### config.mk
export PLATFORM = sky130hd
export DESIGN_NAME = issue_queue_entry_allocator_flat
export DESIGN_NICKNAME = d
export VERILOG_FILES = /design/src/rtl/issue_queue_entry_allocator_if.sv /design/src/rtl/issue_queue_entry_allocator.sv /design/src/flat_wrapper.sv
export SDC_FILE = /design/constraint.sdc
export NUM_CORES = 1
export LEC_CHECK = 0
export ABC_AREA = 1
export ABC_CLOCK_PERIOD_IN_PS = 7000
export CELL_PAD_IN_SITES_DETAIL_PLACEMENT = 1
export CELL_PAD_IN_SITES_GLOBAL_PLACEMENT = 2
export CORE_MARGIN = 1.5
export CORE_UTILIZATION = 30
export DETAILED_ROUTE_END_ITERATION = 16
export GPL_TIMING_DRIVEN = 0
export PLACE_DENSITY = 0.78
export SETUP_SLACK_MARGIN = 0.4
export SYNTH_ARGS = -nofsm -noshare
export SYNTH_HDL_FRONTEND = slang
export SYNTH_SLANG_ARGS = --single-unit
### constraint.sdc
create_clock -name clk -period 7 [get_ports clk]
set_input_delay 1.4 -clock clk [delete_from_list [all_inputs] [get_ports clk]]
set_output_delay 1.4 -clock clk [all_outputs]
set_load 0.01 [all_outputs]
### src/rtl/issue_queue_entry_allocator_if.sv
// Dispatch/release handshake bundle for the issue-queue entry allocator.
// master: dispatch/wakeup side driving requests; slave: the allocator.
interface issue_queue_entry_allocator_if #(
  parameter int ENTRY_NUM      = 16,
  parameter int DISPATCH_WIDTH = 2,
  parameter int RELEASE_WIDTH  = 4
);
  localparam int IW = $clog2(ENTRY_NUM);

  logic [DISPATCH_WIDTH-1:0]    allocReq;
  logic [DISPATCH_WIDTH*IW-1:0] allocPtr;
  logic                         allocatable;
  logic [RELEASE_WIDTH-1:0]     releaseEntry;
  logic [RELEASE_WIDTH*IW-1:0]  releasePtr;
  logic                         flush;
  logic [IW:0]                  freeCount;
  logic                         allocError;

  modport master (
    output allocReq, releaseEntry, releasePtr, flush,
    input  allocPtr, allocatable, freeCount, allocError
  );

  modport slave (
    input  allocReq, releaseEntry, releasePtr, flush,
    output allocPtr, allocatable, freeCount, allocError
  );
endinterface

### src/rtl/issue_queue_entry_allocator.sv
// Issue-queue entry allocator: circular free list of entry indices.
// Dispatch pops packed lanes from head (combinational pointers, all-or-nothing),
// wakeup releases push at tail, flush refills the list, overflow is sticky.
// Optional build macro ISSUE_QUEUE_ALLOC_CHECK_EN adds a busy vector that
// rejects releases of non-busy entries and same-cycle duplicate releases.
module issue_queue_entry_allocator #(
  parameter int ENTRY_NUM      = 16,
  parameter int DISPATCH_WIDTH = 2,
  parameter int RELEASE_WIDTH  = 4
)(
  input  logic clk,
  input  logic rst,
  issue_queue_entry_allocator_if.slave bus
);
  localparam int IW = $clog2(ENTRY_NUM);
  localparam int CW = IW + 1;

  logic [ENTRY_NUM-1:0][IW-1:0]      fl_q;
  logic [IW-1:0]                     head_q, tail_q;
  logic [CW-1:0]                     count_q;
  logic                              err_q;

  logic [DISPATCH_WIDTH-1:0][IW-1:0] alloc_ofs, alloc_idx;
  logic [CW-1:0]                     n_req, n_eff;
  logic                              can_alloc;

  logic [RELEASE_WIDTH-1:0][IW-1:0]  rel_ptr, rel_ofs;
  logic [RELEASE_WIDTH-1:0]          rel_ok, rel_acc;
  logic [CW-1:0]                     r_cnt, room;
  logic                              ovf, chk_err;

  // Prefix count of requesting lanes: holes in allocReq consume no entries.
  always_comb begin
    n_req = '0;
    for (int i = 0; i < DISPATCH_WIDTH; i++) begin
      alloc_ofs[i] = n_req[IW-1:0];
      n_req        = n_req + CW'(bus.allocReq[i]);
    end
  end

  assign can_alloc = (n_req <= count_q);
  assign n_eff     = can_alloc ? n_req : '0;

  for (genvar i = 0; i < DISPATCH_WIDTH; i++) begin : g_alloc
    assign alloc_idx[i]                = fl_q[head_q + alloc_ofs[i]];
    assign bus.allocPtr[i*IW +: IW]    = alloc_idx[i];
  end

  for (genvar j = 0; j < RELEASE_WIDTH; j++) begin : g_rel
    assign rel_ptr[j] = bus.releasePtr[j*IW +: IW];
  end

`ifdef ISSUE_QUEUE_ALLOC_CHECK_EN
  logic [ENTRY_NUM-1:0] busy_q, busy_n;

  // Reject releases of idle entries and repeats of a lower lane's index.
  always_comb begin
    rel_ok  = bus.releaseEntry;
    chk_err = 1'b0;
    for (int j = 0; j < RELEASE_WIDTH; j++) begin
      if (!busy_q[rel_ptr[j]]) rel_ok[j] = 1'b0;
      for (int l = 0; l < j; l++)
        if (bus.releaseEntry[l] && (rel_ptr[l] == rel_ptr[j])) rel_ok[j] = 1'b0;
      if (bus.releaseEntry[j] && !rel_ok[j]) chk_err = 1'b1;
    end
  end

  // Busy tracking: accepted releases clear, granted allocations set.
  always_comb begin
    busy_n = busy_q;
    for (int j = 0; j < RELEASE_WIDTH; j++)
      if (rel_acc[j]) busy_n[rel_ptr[j]] = 1'b0;
    for (int i = 0; i < DISPATCH_WIDTH; i++)
      if (bus.allocReq[i] && can_alloc) busy_n[alloc_idx[i]] = 1'b1;
  end

  // Busy vector register; cleared by reset and flush.
  always_ff @(posedge clk or negedge rst) begin
    if (!rst)          busy_q <= '0;
    else if (bus.flush) busy_q <= '0;
    else               busy_q <= busy_n;
  end
`else
  assign rel_ok  = bus.releaseEntry;
  assign chk_err = 1'b0;
`endif

  // Room left after this cycle's grant; releases beyond it are dropped,
  // lowest lanes keep priority.
  assign room = CW'(ENTRY_NUM) - count_q + n_eff;

  // Pack accepted releases onto consecutive tail slots.
  always_comb begin
    r_cnt   = '0;
    ovf     = 1'b0;
    rel_acc = '0;
    rel_ofs = '0;
    for (int j = 0; j < RELEASE_WIDTH; j++) begin
      rel_ofs[j] = r_cnt[IW-1:0];
      if (rel_ok[j]) begin
        if (r_cnt < room) begin
          rel_acc[j] = 1'b1;
          r_cnt      = r_cnt + CW'(1);
        end else begin
          ovf = 1'b1;
        end
      end
    end
  end

  // Free-list state; flush outranks alloc/release and keeps the error flag.
  always_ff @(posedge clk or negedge rst) begin
    if (!rst) begin
      for (int k = 0; k < ENTRY_NUM; k++) fl_q[k] <= IW'(k);
      head_q  <= '0;
      tail_q  <= '0;
      count_q <= CW'(ENTRY_NUM);
      err_q   <= 1'b0;
    end else if (bus.flush) begin
      for (int k = 0; k < ENTRY_NUM; k++) fl_q[k] <= IW'(k);
      head_q  <= '0;
      tail_q  <= '0;
      count_q <= CW'(ENTRY_NUM);
    end else begin
      for (int j = 0; j < RELEASE_WIDTH; j++)
        if (rel_acc[j]) fl_q[tail_q + rel_ofs[j]] <= rel_ptr[j];
      head_q  <= head_q + n_eff[IW-1:0];
      tail_q  <= tail_q + r_cnt[IW-1:0];
      count_q <= count_q - n_eff + r_cnt;
      if (ovf || chk_err) err_q <= 1'b1;
    end
  end

  assign bus.allocatable = can_alloc;
  assign bus.freeCount   = count_q;
  assign bus.allocError  = err_q;
endmodule

### src/flat_wrapper.sv
// flat-port wrapper written by rule: the top's interface ports become plain ports
module issue_queue_entry_allocator_flat 
#(
  parameter int ENTRY_NUM      = 16,
  parameter int DISPATCH_WIDTH = 2,
  parameter int RELEASE_WIDTH  = 4
)
  (clk, rst, bus_allocReq, bus_releaseEntry, bus_releasePtr, bus_flush, bus_allocPtr, bus_allocatable, bus_freeCount, bus_allocError);
  issue_queue_entry_allocator_if #(.ENTRY_NUM(ENTRY_NUM), .DISPATCH_WIDTH(DISPATCH_WIDTH), .RELEASE_WIDTH(RELEASE_WIDTH)) bus_i ();
  input  logic clk;
  input  logic rst;
  input wire logic [$bits(bus_i.allocReq)-1:0] bus_allocReq;
  input wire logic [$bits(bus_i.releaseEntry)-1:0] bus_releaseEntry;
  input wire logic [$bits(bus_i.releasePtr)-1:0] bus_releasePtr;
  input wire logic [$bits(bus_i.flush)-1:0] bus_flush;
  output wire logic [$bits(bus_i.allocPtr)-1:0] bus_allocPtr;
  output wire logic [$bits(bus_i.allocatable)-1:0] bus_allocatable;
  output wire logic [$bits(bus_i.freeCount)-1:0] bus_freeCount;
  output wire logic [$bits(bus_i.allocError)-1:0] bus_allocError;
  assign bus_i.allocReq = bus_allocReq;
  assign bus_i.releaseEntry = bus_releaseEntry;
  assign bus_i.releasePtr = bus_releasePtr;
  assign bus_i.flush = bus_flush;
  assign bus_allocPtr = bus_i.allocPtr;
  assign bus_allocatable = bus_i.allocatable;
  assign bus_freeCount = bus_i.freeCount;
  assign bus_allocError = bus_i.allocError;
  issue_queue_entry_allocator #(.ENTRY_NUM(ENTRY_NUM), .DISPATCH_WIDTH(DISPATCH_WIDTH), .RELEASE_WIDTH(RELEASE_WIDTH)) u_core (.clk(clk), .rst(rst), .bus(bus_i));
endmodule
==> results by group <==
Placement
  • Post-DP Area: 0.00963 mm^2
  • Routability cong.: 0.952
  • Port-buffer cells: 33
  • Inst Count DP: between 1500 and 2000
  • Post-DP HPWL: 35.1 mm

Global routing
  • Largest net degree at the start of global routing: just over 60
  • Initial antenna violation count: 0
  • Grt ovf: 0
  • Global-route wire length before repair: 67.1 mm
  • Vias in the first global route: 10423
  • Global Route Usage Sum: 30.2%

Critical path
  • Setup crit start: bus_allocReq[0]
  • Worst setup path class: input pin to register
  • Worst Setup Start Kind: input pin
  • Critical-path top delay cell: fa_2
  • WP data arrival: 6.58 ns
  • WP data required: 7.29 ns
  • Crit path max fanout: 3
  • Critical R2R Launch: u_core.bus.freeCount[1]$_DFF_PN0_
  • CP Capture Type: register
  • Delay of the slowest critical-path stage: 0.56 ns

STA
  • TNS Setup: 0 ns
  • Final hold vios: 0
  • Slew at the pin with the worst max-slew slack: 0.931 ns
  • Tcrit/Tclk final: 89.9%
  • RSZ-0062 raised after global routing: no
  • Fin crit period: 6.29 ns
  • Fin. max-slew vios: 0
  • F_max: 159 MHz
  • Clock skew: 0.00912 ns
  • Final setup fails: 0
  • Worst slew margin: 37.9%

Die
  • Die X: 174 um
  • Die ar.: 0.0302 mm^2
  • I/O Pins: 40
  • Core area: roughly 0.029 mm^2
  • Row cnt: 62
  • Initial Util: 30.5%
  • Chip Height: 174 um

Cells and area
  • N_diodes: 0
  • Fin util: 35.9%
  • Layout cells sized above 1: a little over a tenth
  • Area Growth Syn to Fin: 17.6%
  • Commonest non-fill, non-tap cell in the layout: nand2_1
  • Register area: 0.00199 mm^2
  • Fin cells: 1962
  • Final nets: 1633
  • Commonest cells after routing, fill and taps aside: 493 x nand2_1, 163 x inv_1, 162 x o21ai_0
  • Finished Cell Area: 0.0103 mm^2
  • Number of fill cells: 3835
  • Area of the multi-input gates: 0.00608 mm^2

Detailed routing
  • Top Layer Used: met4
  • DRC Markers: 0
  • Via/cell ratio: 5.36
  • Final wirelength: 45.0 mm
  • Post-Route M1 WL: 21.0 mm
  • WL per Instance: ~23 um
  • DR pass1 iterations: 5
  • Met2 wire len: 19.4 mm
  • Post-DRT Antenna Nets: 0
  • DR vias: about 11000
  • Met3 wire length: 2.72 mm
  • Starting DRT DRC Count: 913

Logic synthesis
  • Mapped Cells: 1506
  • #FFs+latches synth: 78
  • Top post-synthesis cells by area: nand2_1 22%, dfrtp_1 13%, dfstp_2 9.9%
  • Synth area leader: nand2_1
  • Mapped Area: 0.00876 mm^2
  • Share of the synthesized area in the top cell type: 21.6%
  • Avg Cell Area, Syn: 5.81 um^2
  • Yosys cell types: 42
  • Register area share after synthesis: 22.8%
  • Yosys warnings: 0

CTS
  • Reg clk slew, reported paths: 0.07 ns
  • Total CTS buffers: 9
  • TritonCTS clock tree: built
  • CTS root buf: clkbuf_16
  • H-tree depth: 3
  • Clock tree sinks: 78
  • Hold Buf Count CTS: 0
  • Clock Latency Late Sink: roughly 0.36 ns
  • Buffer depth of the longest clock path: 2

Run status
  • Result of the run: finished, final reports clean

Hold path
  • Worst hold path class: register to register
  • Origin of the worst min-delay path: u_core.bus.allocError$_DFFE_PN0P_

Power
  • VDD IR max: about 0.18 mV
  • PD cells: 456 mW/mm^2
  • Overall Power: 4.70 mW
  • Static Leak: around 5.1 nW

Job
  • Max-cap violations: 0
-- state kept, by name, summed over array words and instances, names as in the netlist --
name / cells
u_core.bus.allocError: 1
u_core.bus.freeCount: 5
u_core.fl_q: 64
u_core.head_q: 4
u_core.tail_q: 4
-- what timing repair did --
item / 4_1_cts / 5_1_grt
setup endpoints to repair: 73 / 69
setup buffers: 16 / 5
gates resized for setup: 38 / 29
pin swaps: 15 / 22
-- final cells by class --
| cell class | instances | area share [%] |
|---|---|---|
| repair buffers | 55 | 4.88 |
| inverters | 173 | 6.30 |
| clock buffers | 13 | 2.53 |
| multi-input cells | 1193 | 59.0 |
| flip-flops and latches | 78 | 19.3 |
| well taps | 384 | 4.66 |
| clock inverters | 3 | 0.425 |
| plain buffers | 63 | 2.87 |
-- where the power goes --
group	total, mW	switching (mW)	leakage (nW)	internal, mW
logic	3.28	2.16	3.98	1.11
clock network	0.523	0.225	0.150	0.298
registers	0.901	0.254	0.940	0.648
-- final timing paths --
| check | slack [ns] | cells after the start | end |
|---|---|---|---|
| hold reg to reg | 0.47 | 2 | u_core.bus.allocError$_DFFE_PN0P_ |
| setup reg to reg | 1.42 | 33 | u_core.bus.freeCount[4]$_DFF_PN1_ |
| max in group asynchronous | 5.38 | 2 | u_core.fl_q[20]$_DFF_PN1_ |
| min in group asynchronous | 0.92 | 1 | u_core.fl_q[56]$_DFF_PN0_ |
| hold / removal | 0.47 | 2 | u_core.bus.allocError$_DFFE_PN0P_ |
| setup / recovery | 0.71 | 34 | u_core.bus.freeCount[4]$_DFF_PN1_ |
-- synthesized netlist by cell type, drive strengths merged --
master and n:
conb 2, nand4 16, and2 19, inv 171, ha 29, o22ai 6, clkbuf 45, mux2i 7
a211oi 3, or2 3, clkinv 2, xor2 4, a31oi 4, o21ai 171, fa 6, nand3 119
a21oi 58, o211ai 48, buf 18, nor2 170, dfrtp 45, nand2 515, o221ai 5, o21bai 1
a21o 1, xnor2 5, dfstp 33
-- cell families after synthesis --
kind of cell / share of synthesized area, %
AND/OR/NAND/NOR: 40.5
AO/OA/AOI/OAI: 18.9
buffers and inverters: 10.5
flip-flops: 22.8
adder cells (fa/ha/maj): 5.52
XOR/XNOR: 0.900
multiplexers: 0.800
other: 0.0858
-- worst max-delay path: cells and delay by family --
kind                       cells  cell delay (ns)
adders and majority gates      7             2.16
buffers and inverters         10             1.04
and+or+nand+nor                9             0.94
AOI/OAI and AO/OA              8             1.02
-- stage by stage --
stage                     setup slack, ns  hold WS, ns
after global placement             -0.954        0.446
final                               0.707        0.472
after global routing                0.422        0.513
after CTS                           0.404        0.477
after detailed placement            -1.08        0.457
after floorplan                     0.423        0.500
-- per-layer routing --
layer / vias up / track usage [%]
li1: 4998 / -
met1: 5084 / 42.7
met2: 346 / 45.7
met3: 80 / 4.01
met4: 0 / 13.1
met5: - / 0
Note: power is estimated with default switching activity, not from simulation.
